### src/rtl/mem_port_if.sv
// rtl/mem_port_if.sv - external memory req/ack bus between mem_port and the memory
interface mem_port_if #(
  parameter int DATA_W = 32,
  parameter int ADDR_W = 32
);
  logic              ext_req;
  logic              ext_we;
  logic [ADDR_W-1:0] ext_addr;
  logic [DATA_W-1:0] ext_wdata;
  logic              ext_ack;
  logic [DATA_W-1:0] ext_rdata;

  // mem_port drives the request side
  modport master (
    output ext_req, ext_we, ext_addr, ext_wdata,
    input  ext_ack, ext_rdata
  );

  // the memory answers with ack/rdata
  modport slave (
    input  ext_req, ext_we, ext_addr, ext_wdata,
    output ext_ack, ext_rdata
  );
endinterface

### src/rtl/mem_port.sv
// rtl/mem_port.sv - memory access unit: control commands to req/ack access, owns ir/mdr (option: MEM_TIMEOUT_EN)
module mem_port #(
  parameter int DATA_W      = 32,
  parameter int ADDR_W      = 32,
  parameter int TIMEOUT_CYC = 255
) (
  input  logic              clk,
  input  logic              reset,
  input  logic              ir_write,
  input  logic              mem_read,
  input  logic              mem_write,
  input  logic              i_or_d,
  input  logic [ADDR_W-1:0] pc,
  input  logic [ADDR_W-1:0] alu_out,
  input  logic [DATA_W-1:0] wr_data,
  output logic              stall,
  output logic [DATA_W-1:0] ir,
  output logic [DATA_W-1:0] mdr,
  output logic              mem_err,
  mem_port_if.master        ext
);

  typedef enum logic [1:0] {
    S_IDLE = 2'd0,
    S_REQ  = 2'd1,
    S_DONE = 2'd2,
    S_ERR  = 2'd3
  } state_t;

  state_t            r_state;
  state_t            w_next;
  logic              w_cmd;
  logic              w_start;
  logic [ADDR_W-1:0] r_addr;
  logic [DATA_W-1:0] r_wdata;
  logic              r_we;
  logic              r_to_ir;
  logic [DATA_W-1:0] r_ir;
  logic [DATA_W-1:0] r_mdr;

  assign w_cmd   = ir_write | mem_read | mem_write;
  assign w_start = (r_state == S_IDLE) && w_cmd;

`ifdef MEM_TIMEOUT_EN
  localparam int CNT_W = ($clog2(TIMEOUT_CYC + 1) > 8) ? $clog2(TIMEOUT_CYC + 1) : 8;
  logic [CNT_W-1:0] r_cnt;
  logic             w_timeout;

  // counts REQ cycles that passed without an ack; the final one trips the timeout
  assign w_timeout = (r_cnt == CNT_W'(TIMEOUT_CYC - 1));

  // wait counter: cleared when an access is launched, bumped per un-acked REQ cycle
  always_ff @(posedge clk) begin
    if (reset) begin
      r_cnt <= '0;
    end else if (w_start) begin
      r_cnt <= '0;
    end else if (r_state == S_REQ && !ext.ext_ack) begin
      r_cnt <= r_cnt + 1'b1;
    end
  end

  assign mem_err = (r_state == S_ERR);
`else
  assign mem_err = 1'b0;
`endif

  // state register
  always_ff @(posedge clk) begin
    if (reset) begin
      r_state <= S_IDLE;
    end else begin
      r_state <= w_next;
    end
  end

  // next state and stall; stall rises in the IDLE cycle a command appears
  always_comb begin
    w_next = r_state;
    stall  = 1'b0;
    case (r_state)
      S_IDLE: begin
        if (w_cmd) begin
          stall  = 1'b1;
          w_next = S_REQ;
        end
      end
      S_REQ: begin
        stall = 1'b1;
        if (ext.ext_ack) begin
          w_next = S_DONE;
        end
`ifdef MEM_TIMEOUT_EN
        else if (w_timeout) begin
          w_next = S_ERR;
        end
`endif
      end
      S_DONE: begin
        w_next = S_IDLE;
      end
      S_ERR: begin
        stall = 1'b1;
      end
      default: begin
        w_next = S_IDLE;
      end
    endcase
  end

  // launch latches the access (write beats fetch beats load); read ack fills ir or mdr
  always_ff @(posedge clk) begin
    if (reset) begin
      r_addr  <= '0;
      r_wdata <= '0;
      r_we    <= 1'b0;
      r_to_ir <= 1'b0;
      r_ir    <= '0;
      r_mdr   <= '0;
    end else begin
      if (w_start) begin
        r_addr  <= i_or_d ? alu_out : pc;
        r_wdata <= wr_data;
        r_we    <= mem_write;
        r_to_ir <= !mem_write && ir_write;
      end
      if (r_state == S_REQ && ext.ext_ack && !r_we) begin
        if (r_to_ir) begin
          r_ir <= ext.ext_rdata;
        end else begin
          r_mdr <= ext.ext_rdata;
        end
      end
    end
  end

  assign ext.ext_req   = (r_state == S_REQ);
  assign ext.ext_we    = r_we;
  assign ext.ext_addr  = r_addr;
  assign ext.ext_wdata = r_wdata;
  assign ir            = r_ir;
  assign mdr           = r_mdr;

endmodule

### src/flat_wrapper.sv
// flat-port wrapper written by rule: the top's interface ports become plain ports
module mem_port_flat 
#(
  parameter int DATA_W      = 32,
  parameter int ADDR_W      = 32,
  parameter int TIMEOUT_CYC = 255
)
  (clk, reset, ir_write, mem_read, mem_write, i_or_d, pc, alu_out, wr_data, stall, ir, mdr, mem_err, ext_ext_req, ext_ext_we, ext_ext_addr, ext_ext_wdata, ext_ext_ack, ext_ext_rdata);
  mem_port_if #(.DATA_W(DATA_W), .ADDR_W(ADDR_W)) ext_i ();
  input  logic clk;
  input  logic reset;
  input  logic ir_write;
  input  logic mem_read;
  input  logic mem_write;
  input  logic i_or_d;
  input  logic [ADDR_W-1:0] pc;
  input  logic [ADDR_W-1:0] alu_out;
  input  logic [DATA_W-1:0] wr_data;
  output logic stall;
  output logic [DATA_W-1:0] ir;
  output logic [DATA_W-1:0] mdr;
  output logic mem_err;
  output wire logic [$bits(ext_i.ext_req)-1:0] ext_ext_req;
  output wire logic [$bits(ext_i.ext_we)-1:0] ext_ext_we;
  output wire logic [$bits(ext_i.ext_addr)-1:0] ext_ext_addr;
  output wire logic [$bits(ext_i.ext_wdata)-1:0] ext_ext_wdata;
  input wire logic [$bits(ext_i.ext_ack)-1:0] ext_ext_ack;
  input wire logic [$bits(ext_i.ext_rdata)-1:0] ext_ext_rdata;
  assign ext_ext_req = ext_i.ext_req;
  assign ext_ext_we = ext_i.ext_we;
  assign ext_ext_addr = ext_i.ext_addr;
  assign ext_ext_wdata = ext_i.ext_wdata;
  assign ext_i.ext_ack = ext_ext_ack;
  assign ext_i.ext_rdata = ext_ext_rdata;
  mem_port #(.DATA_W(DATA_W), .ADDR_W(ADDR_W), .TIMEOUT_CYC(TIMEOUT_CYC)) u_core (.clk(clk), .reset(reset), .ir_write(ir_write), .mem_read(mem_read), .mem_write(mem_write), .i_or_d(i_or_d), .pc(pc), .alu_out(alu_out), .wr_data(wr_data), .stall(stall), .ir(ir), .mdr(mdr), .mem_err(mem_err), .ext(ext_i));
endmodule
### config.mk
export PLATFORM = sky130hd
export DESIGN_NAME = mem_port_flat
export DESIGN_NICKNAME = d
export VERILOG_FILES = /design/src/rtl/mem_port_if.sv /design/src/rtl/mem_port.sv /design/src/flat_wrapper.sv
export SDC_FILE = /design/constraint.sdc
export NUM_CORES = 1
export LEC_CHECK = 0
export BUFFER_PORTS_ARGS = -buffer_cell sky130_fd_sc_hd__buf_2
export CAP_MARGIN = 20
export CORE_ASPECT_RATIO = 1.4
export CORE_MARGIN = 5
export CORE_UTILIZATION = 40
export DETAILED_ROUTE_END_ITERATION = 12
export HOLD_SLACK_MARGIN = 0.08
export PLACE_DENSITY = 0.83
export SYNTH_ARGS = -nofsm -noshare
export SYNTH_HDL_FRONTEND = slang
export SYNTH_SLANG_ARGS = --single-unit
### constraint.sdc
create_clock -name clk -period 2.25 [get_ports clk]
set_clock_uncertainty 0.15 [all_clocks]
set_input_delay 0.675 -clock clk [delete_from_list [all_inputs] [get_ports clk]]
set_output_delay 0.675 -clock clk [all_outputs]
set_load 0.1 [all_outputs]
==> Yosys cells after proc, flatten, opt, wreduce, memory -nomap -nowiden <==
Index checks and enable logic that the tools add are counted.
{ "word_totals": {"latchBits": 0, "n_memories": 0, "ram_bits": 0, "rom_bits": 0, "wordCells": 33, "regBits": 132} }
{ "classes": {"multipliers": 0, "reduce_logical": 12, "order_cmp": 0, "n_shift": 0, "n_eq_ne": 5, "div": 0, "add_sub_neg": 0, "mux": 6, "bitwise": 3} }
{ "op_table": {"columns": ["op", "n"], "rows": [
  ["$mux 32", 1],
  ["$pmux 2 s3", 1],
  ["$eq 2x2->1 const B", 2],
  ["$logic_and 1x1->1", 4],
  ["$mux 2", 2],
  ["$ne 2x1->1 const B", 2],
  ["$reduce_and 2->1", 2],
  ["$reduce_and 3->1", 1],
  ["$reduce_bool 3->1", 1],
  ["$eq 2x1->1 const B", 1],
  ["$logic_not 1->1", 2],
  ["$logic_not 2->1", 1],
  ["$or 1x1->1", 2],
  ["$pmux 1 s2", 1],
  ["$reduce_or 2->1", 1],
  ["$mux 1", 1],
  ["$not 1->1", 1]
]} }

==> Logic depth before layout (Yosys ltp) <==
Gate-level depths: netlist of the first run.
{ "depth": {"ltp_word": 4, "depth_mapped": 7, "ltp_nobuf": 5} }

==> Least setup slack after synthesis of the first run <==
Ideal clock, no wire load.
{ "synth_path": {"kind": "register to output", "from": "register u_core.r_state[1]", "to": "output stall", "arrival_time_ps": 2912, "n_path_buf": 0, "t_required_ps": 1425, "setup_slack_ps": -1487, "path_stages_with_launch": 5, "cell_sequence": "dfxtp_1 inv_1 ha_1 nor2_1 a21oi_1"} }
{ "synth_via": {"elab_chain_len": 3, "elab_cells_between_ends": 5, "cone_classes": "eq/ne: 2; mux: 1; reduce/logical: 2"} }
{ "synth_rtl": {"columns": ["element", "line", "rtl"], "rows": [
  ["start, declared", "mem_port.sv:30", "state_t r_state;"],
  ["start signal, assigned", "mem_port.sv:73", "r_state <= w_next;"],
  ["$eq 2x1->1", null, null],
  ["via ext_ext_req", "flat_wrapper.sv:23", "output wire logic [$bits(ext_i.ext_req)-1:0] ext_ext_req;"],
  ["$reduce_or 2->1 (no line)", null, null],
  ["$pmux 1 s2", "mem_port.sv:81", "case (r_state)"],
  ["end, declared", "flat_wrapper.sv:19", "output logic stall;"]
]} }
The timed path passes the listed nets, and every way through them passes these cells.

==> Worst setup path in the final report of the first run <==
{ "layout_path": {"from": "register u_core.r_state[0]", "to": "output stall"} }
{ "layout_via": {"elab_chain_len": 3, "elab_cells_between_ends": 5, "cone_classes": "eq/ne: 2; mux: 1; reduce/logical: 2"} }
{ "layout_rtl": {"columns": ["element", "line"], "rows": [
  ["$eq 2x1->1 or $eq 2x2->1 (tied branches)", "mem_port.sv:81"],
  ["$reduce_or 2->1 (no line)", null],
  ["$pmux 1 s2 *", "mem_port.sv:81"]
]} }
Every way passes the cells marked *; elsewhere a longest branch is shown, timed or not.

==> impl_metrics.ini, run 1 <==
[timing]
relSlewSlack_pct = 65.8
fin_crit_ns = 2.26
final-hold-violation-count = 0
worstMarginPinSlew_ns = 0.516
final-setup-viol-count = 1
rsz0062_at_grt = yes
final.setup.tns_ns = -0.0127
fmax_mhz = 442
fin_ws_ns = -0.0127
slew_violations = 0
fin_crit_sh_pct = 101

[synthesis]
yosys.area.top_type = dfxtp_1
yosys_warnings = 0
synth.distinct_cells = 26
netlist_instances = 597
ys_ff_latch = 132
syn_nets = 736
yosys.area.top_type_share_pct = 51.1
yosys-top-cells-area = dfxtp_1 51%, nand2_1 14%, a21oi_1 9.7%, a211oi_2 7.3%, mux2i_1 6.2%
avgSynthCellArea_sq_um = 8.66
seq_area_frac_synth_pct = 51.1
netlist_area_sq_mm = 0.00517

[drt]
drc = 0
vias_per_cell = 4.81
final_antenna_net_count = 0
wl_per_cell_um = 14.8
vias = 4923
drt_iter0_drc = 111
drt_wl_total_um = 15100
first_pass_iters = 4

[cts]
clk_pin_slew_ns = 0.06
cts_tree = yes
worstSkewPairLatency_ns = 0.40
cts_hold_buf = 0
clock_path_buffers = 2
clock-sinks = 132
h-tree-depth = 4
cts_root_buffer = clkbuf_16
cts_buffers = 17

[floorplan]
die-area_sq_mm = 0.0153
std_cell_rows = 49
die_h_um = 145
die_w_um = 106
design.core.area_sq_mm = 0.0128
start_util_pct = 40.5
io-pin-count = 267

[placement]
dp_hpwl_um = 11200
gp_congestion = 0.805
pre_cts_slack_ns = -0.0938
port_buffers = 265
placed_cells = 989

[global_routing]
gr-usage-all-layers_pct = 18.9
grt_max_degree = 48
grt_overflow_total = 0
grt_pass1_vias = 4904
antenna_found_initial = 1
grt_pass1_wl_um = 23400

[pwr]
power.leakage_nw = 3.48
ir_worst_vdd_uv = 836
power.density_mw_per_mm2 = 1550

[outcome]
status = complete, but fails checks
violations = setup timing

[cells_and_area]
stdcell_count = 1023
seq_area_sq_mm = 0.00265
area_delta_synth_final_pct = 43.9
nFillCells = 1138
finalNetCount = 996
fin_util_pct = 58.3
drive_gt1_share_pct = 41.8
insertedDiodeCount = 0
multi_input_area_sq_mm = 0.00234

[critical_path]
crit_required_ns = 1.42
end_kind = primary output
path_class = flip-flop to primary output
crit_arrival_ns = 1.44
startpoint_type = flip-flop
worstPathMaxFanout = 3

[hold_path]
hold_path_class = flip-flop to flip-flop

[job]
drv_cap = 0
[critical path, stage by stage, from the launching register on]
cell     delay [ns]
dfxtp_2        0.33
buf_6          0.13
ha_4           0.15
nor2_2         0.16
a21oi_4        0.09
buf_12         0.18
[synthesized netlist by cell type]
cell and n:
a21oi_1 100, a311oi_1 1, a21o_1 2, a211oi_1 3, dfxtp_1 132, a211oi_2 30
clkbuf_1 24, nand4b_1 1, nand2_1 194, o31a_1 1, mux2i_1 32, a22oi_1 1
nor2_1 34, inv_1 2, nor3_1 1, conb_1 1, nand2b_1 4, o31ai_4 1
a21bo_2 1, buf_4 1, ha_1 4, nand4bb_1 1, buf_2 19, buf_6 5
nor4bb_1 1, and4b_1 1
[layout by cell type, fill, tap and decap left out, types with 2 or more instances in the layout]
cell type,n
buf_12,8
clkbuf_16,17
ha_4,3
a21o_1,2
mux2i_1,32
inv_6,5
dfxtp_2,2
a211oi_1,3
buf_4,19
nor2_1,33
buf_2,262
dfxtp_1,130
bufinv_16,4
clkinv_2,2
nand2b_1,4
a211oi_2,30
clkinvlp_4,2
a21oi_1,99
nand2_1,194
[flip-flops by register name (all words and copies together), names as in the netlist]
register	cells
u_core.ext.ext_wdata	32
u_core.r_to_ir	1
u_core.ext.ext_we	1
u_core.mdr	32
u_core.r_state	2
u_core.ext.ext_addr	32
u_core.ir	32
[per-layer routing]
metal | track usage (%) | up-vias | share of wire, % | wire (um)
met4 | 6.96 | 2 | 1.7 | 264
met3 | 5.72 | 24 | 7.1 | 1070
met2 | 36.0 | 170 | 55 | 8270
met1 | 19.4 | 2221 | 36 | 5470
li1 | - | 2506 | - | -
met5 | 0 | - | 0.046 | 7
[cell families (layout without fill, tap and decap cells)]
family | Yosys count | after routing | share of synthesized area, %
and+or+nand+nor | 237 | 237 | 17.9
AOI/OAI and AO/OA | 140 | 140 | 18.8
DFF | 132 | 132 | 51.1
buffers and inverters | 51 | 324 | 4.96
muxes | 32 | 32 | 6.20
adders and majority gates | 4 | 4 | 0.968
other | 1 | 1 | 0.0726
[report_power, final]
part / internal [mW] / total [mW] / leakage (nW) / switching [mW]
Combinational: 1.11 / 5.57 / 2.10 / 4.46
Clock: 1.87 / 2.93 / 0.302 / 1.06
Sequential: 2.78 / 3.00 / 1.08 / 0.217
Total: 5.76 / 11.5 / 3.48 / 5.74
[path summary, 6_finish.rpt]
kind	start	to	slack (ns)	depth (start not counted)
setup reg to reg	u_core.r_state[1]	u_core.ext.ext_addr[24]	0.34	7
hold / removal	u_core.ext.ext_wdata[22]	u_core.ext.ext_wdata[22]	0.30	2
hold reg to reg	u_core.ext.ext_wdata[22]	u_core.ext.ext_wdata[22]	0.30	2
setup / recovery	u_core.r_state[0]	stall	-0.01	5
[cell type report]
cell class,count,area share [%]
Sequential cell,132,35.6
Multi-Input combinational cell,414,31.4
Timing Repair Buffer,290,21.9
Clock buffer,18,5.77
Clock inverter,14,2.66
Tap cell,153,2.57
Inverter,2,0.135
[metrics by stage]
step	power (mW)	hold slack, ns	area (sq um)
floorplan	7.63	0.342	5210
global placement	8.49	0.288	6760
detailed placement	8.57	0.293	6760
CTS	11.6	0.301	7440
global route	12.0	0.314	7440
finish	11.5	0.300	7440
[timing repair]
action / 4_1_cts / 5_1_grt
endpoints found under the hold margin: 0 / 0
gates resized for setup: 11 / 0
buffers inserted: 2 / 0
endpoints found under the setup margin: 1 / 1
pin swaps: 3 / 0
Power figures use the tool's default switching activity.
==> run 2, diff against run 1 <==
--- a/config.mk
+++ b/config.mk
@@ -7,9 +7,10 @@
 export LEC_CHECK = 0
 export BUFFER_PORTS_ARGS = -buffer_cell sky130_fd_sc_hd__buf_2
 export CAP_MARGIN = 20
-export CORE_ASPECT_RATIO = 1.4
+export CORE_ASPECT_RATIO = 0.6
 export CORE_MARGIN = 5
 export CORE_UTILIZATION = 40
+export CTS_CLUSTER_SIZE = 20
 export DETAILED_ROUTE_END_ITERATION = 12
 export HOLD_SLACK_MARGIN = 0.08
 export PLACE_DENSITY = 0.83
==> impl_metrics.ini, run 2 (synthesis results as in run 1) <==
[timing]
relSlewSlack_pct = 65.8
final-hold-violation-count = 0
slew_violations = 0
final-setup-viol-count = 0
final.setup.tns_ns = 0
rsz0062_at_grt = yes
hold_ws_ns = 0.299
worstMarginPinSlew_ns = 0.516
fmax_mhz = 445
fin_crit_sh_pct = 99.8
fin_crit_ns = 2.25

[placement]
gp_congestion = 0.836
dp_hpwl_um = 11200
port_buffers = 265

[job]
drv_cap = 0

[critical_path]
startpoint_type = flip-flop
end_kind = primary output
crit_required_ns = 1.42
r2r_slack_ns = 0.40
path_class = flip-flop to primary output
crit_arrival_ns = 1.42
worstPathMaxFanout = 4

[floorplan]
die_h_um = 98.1
die-area_sq_mm = 0.0154
io-pin-count = 267
std_cell_rows = 32
design.core.area_sq_mm = 0.0127
die_w_um = 157
start_util_pct = 40.6

[global_routing]
grt_pass1_wl_um = 23800
grt_pass1_vias = 4729
gr-usage-all-layers_pct = 19.1
grt_overflow_total = 0
grt_use_met1_pct = 24.4
use_met3_pct = 7.75
busiest_layer = met2
antenna_found_initial = 1
grt_use_met2_pct = 30.3
grt_max_degree = 91

[cts]
worstSkewPairLatency_ns = 0.40
clock-sinks = 132
clk_pin_slew_ns = 0.06
cts_tree = yes
clock_path_buffers = 2
cts_buffers = 17
cts_hold_buf = 0
h-tree-depth = 4
cts_root_buffer = clkbuf_16

[cells_and_area]
final_common_cell = buf_2
area_delta_synth_final_pct = 42.7
drive_gt1_share_pct = 41.3
nFillCells = 1134
multi_input_area_sq_mm = 0.00234
seq_area_sq_mm = 0.00265
layout_common_cells = 262 x buf_2, 194 x nand2_1, 130 x dfxtp_1
finalNetCount = 990
fin_util_pct = 57.9

[pwr]
power.density_mw_per_mm2 = 1540
ir_worst_vdd_uv = 946
power.leakage_nw = 3.43

[drt]
vias = 4973
wl_per_cell_um = 14.7
drc = 0
drt_iter0_drc = 290
vias_per_cell = 4.80
final_antenna_net_count = 0
drt_wl_total_um = 15200
first_pass_iters = 4

[outcome]
status = complete, no violations

[hold_path]
hold_path_class = flip-flop to flip-flop
[run 2: cell count changes in the layout (fill, tap and decap cells not counted), sizes merged]
cell	previous run	this run
buf	290	284
bufinv	4	3
clkbuf	18	19
clkinv	3	2
clkinvlp	2	3
diode	0	1
[run 2: layout make-up]
type	count	share of cell area, %
Antenna cell	1	0.0339
Clock buffer	19	5.87
Clock inverter	13	2.34
Inverter	2	0.136
Multi-Input combinational cell	414	31.8
Sequential cell	132	35.9
Tap cell	170	2.88
Timing Repair Buffer	284	21.1
[run 2: timing repair]
item,CTS,global route
endpoints found under the setup margin,2,2
buffers inserted,0,6
resized for setup,6,8
pin swaps,0,4
[run 2: layer usage]
| layer | vias to the layer above | part of all wire [%] | wire [um] |
|---|---|---|---|
| met1 | 2280 | 42 | 6370 |
| met4 | 0 | 0.77 | 117 |
| met3 | 10 | 10 | 1590 |
| met5 | - | 0 | 0 |
| met2 | 190 | 47 | 7090 |
| li1 | 2493 | - | - |
[run 2: worst paths after layout]
kind / from / to / cells after the start
setup / recovery: u_core.r_state[0] / stall / 5
hold / removal: u_core.mdr[25] / u_core.mdr[25] / 2
setup reg to reg: u_core.r_state[1] / u_core.ext.ext_addr[17] / 8
hold reg to reg: u_core.mdr[25] / u_core.mdr[25] / 2
[run 2: stage by stage]
step | instances | setup slack [ns] | instance area, sq um | power (mW)
2_1_floorplan | 597 | -0.0587 | 5210 | 7.63
3_3_place_gp | 996 | -0.0575 | 6680 | 8.38
3_5_place_dp | 996 | -0.0602 | 6680 | 8.45
4_1_cts | 1028 | -0.0882 | 7300 | 11.3
5_1_grt | 1035 | -0.0621 | 7380 | 11.8
6_report | 1035 | 0.00429 | 7380 | 11.3
[run 2: power breakdown]
part | total [mW] | internal [mW] | switching [mW]
Combinational | 5.51 | 1.07 | 4.44
Clock | 2.81 | 1.76 | 1.05
Sequential | 3.02 | 2.78 | 0.236
[run 2: critical path, stage by stage (launching register included)]
cell     delay [ns]
dfxtp_2        0.34
buf_6          0.12
ha_4           0.17
nor2_4         0.04
a21oi_4        0.16
buf_12         0.19
==> run 3, diff against run 2 <==
--- a/config.mk
+++ b/config.mk
@@ -14,6 +14,8 @@
 export DETAILED_ROUTE_END_ITERATION = 12
 export HOLD_SLACK_MARGIN = 0.08
 export PLACE_DENSITY = 0.83
+export REMOVE_ABC_BUFFERS = 1
 export SYNTH_ARGS = -nofsm -noshare
 export SYNTH_HDL_FRONTEND = slang
 export SYNTH_SLANG_ARGS = --single-unit
+export TNS_END_PERCENT = 20
==> constraint.sdc (replaced) <==
create_clock -name clk -period 2.9 [get_ports clk]
set_clock_uncertainty 0.15 [all_clocks]
set_input_delay 0.87 -clock clk [delete_from_list [all_inputs] [get_ports clk]]
set_output_delay 0.87 -clock clk [all_outputs]
set_load 0.1 [all_outputs]
==> impl_metrics.ini, run 3 (synthesis results as in run 1) <==
[drt]
final_antenna_net_count = 0
drt_wl_total_um = 14600
vias_per_cell = 4.75
drt_iter0_drc = 295
drc = 0
wl_per_cell_um = 14.3
vias = 4873
first_pass_iters = 4

[cells_and_area]
layout_common_cells = 263 x buf_2, 194 x nand2_1, 132 x dfxtp_1
drive_gt1_share_pct = 40.0
finalNetCount = 983
fin_util_pct = 57.1
final_common_cell = buf_2
fin_area_sq_mm = 0.00727
insertedDiodeCount = 0
area_delta_synth_final_pct = 40.6
stdcell_count = 1025

[pwr]
pwr-share-comb_pct = 47.1
total_power_mw = 8.81
p_seq_share_pct = 26.4
power.leakage_nw = 3.40
p_int_mw = 4.45
p_sw_mw = 4.36
clockPowerShare_pct = 26.5
ir_worst_vdd_uv = 1180
switching_share_pct = 49.5
power.density_mw_per_mm2 = 1210

[floorplan]
io-pin-count = 267
design.core.area_sq_mm = 0.0127
std_cell_rows = 32
start_util_pct = 40.6
die-area_sq_mm = 0.0154
die_h_um = 98.1
die_w_um = 157

[critical_path]
crit_required_ns = 1.88
startpoint_type = flip-flop
r2r_cells = 6
end_kind = primary output
crit_arrival_ns = 1.71
critPathLaunch = u_core.r_state[1]
path_class = flip-flop to primary output
worstPathMaxFanout = 8
r2r_start = u_core.r_state[0]

[cts]
clock-sinks = 132
cts_tree = yes
clock_path_buffers = 2
cts_hold_buf = 0
cts_buffers = 17
worstSkewPairLatency_ns = 0.40
h-tree-depth = 4
clk_pin_slew_ns = 0.06
cts_root_buffer = clkbuf_16

[placement]
gp_congestion = 0.810
port_buffers = 265
dp_hpwl_um = 10900
placed_cells = 995
place_area_sq_mm = 0.00662
pre_cts_slack_ns = 0.296

[timing]
final-hold-violation-count = 0
worstMarginPinSlew_ns = 0.512
slew_violations = 0
fmax_mhz = 366
relSlewSlack_pct = 65.9
fin_crit_sh_pct = 94.3
final.setup.tns_ns = 0
rsz0062_at_grt = no
fin_crit_ns = 2.73
hold_ws_ns = 0.299
fin_ws_ns = 0.165
final-setup-viol-count = 0

[outcome]
status = complete, no violations

[global_routing]
grt_max_degree = 60
grt_overflow_total = 0
grt_pass1_wl_um = 23000
grt_pass1_vias = 4623
gr-usage-all-layers_pct = 18.4
antenna_found_initial = 0

[hold_path]
whs_path_depth = 2
hold_path_class = flip-flop to flip-flop
worstHoldStart = u_core.ext.ext_wdata[6]

[job]
drv_cap = 0
## run 3: changes by cell type in the layout (fill, tap and decap cells not counted), moves of 2 or more
cell | previous run | this run
clkbuf_1 | 2 | 0
buf_12 | 6 | 4
clkinv_4 | 1 | 3
ha_4 | 3 | 0
buf_4 | 15 | 10
ha_1 | 1 | 3
bufinv_16 | 3 | 5
dfxtp_1 | 130 | 132
inv_6 | 4 | 1
inv_1 | 0 | 2
## run 3: path summary, 6_finish.rpt
path,end,slack (ns)
setup reg to reg,u_core.ext.ext_addr[31],0.93
hold reg to reg,u_core.ext.ext_wdata[6],0.30
setup / recovery,stall,0.17
hold / removal,u_core.ext.ext_wdata[6],0.30
## run 3: power groups by stage
stage	clock [mW]	combinational [mW]	sequential, mW
final	2.33	4.15	2.33
after global placement	0	4.12	2.35
after CTS	2.38	4.17	2.33
after detailed placement	0	4.17	2.36
after floorplan	0	1.02	4.71
after global routing	2.47	4.34	2.37
## run 3: critical path: stages (launching register included)
cell and delay [ns]:
dfxtp_1 0.33, inv_1 0.11, ha_1 0.31, nor2_1 0.09, a21oi_1 0.27, buf_12 0.21
## run 3: cell type report
type	instances	area [sq um]
fillers	1176	5470
flip-flops and latches	132	2640
multi-input cells	414	2290
repair buffers	277	1470
clock buffers	18	439
well taps	170	213
clock inverters	12	205
inverters	2	7.51
## run 3: per-layer routing
layer	GRT usage (%)	up-vias	routed length [um]
li1	-	2476	-
met3	5.98	5	1210
met4	4.00	0	68
met5	0	-	0
met2	29.5	153	6820
met1	24.2	2239	6530
## run 3: repair_timing
| action | CTS | global route |
|---|---|---|
| buffers inserted | 0 | 0 |
| endpoints found under the hold margin | 0 | 0 |
| endpoints found under the setup margin | 0 | 1 |
| gates resized for setup | 0 | 1 |
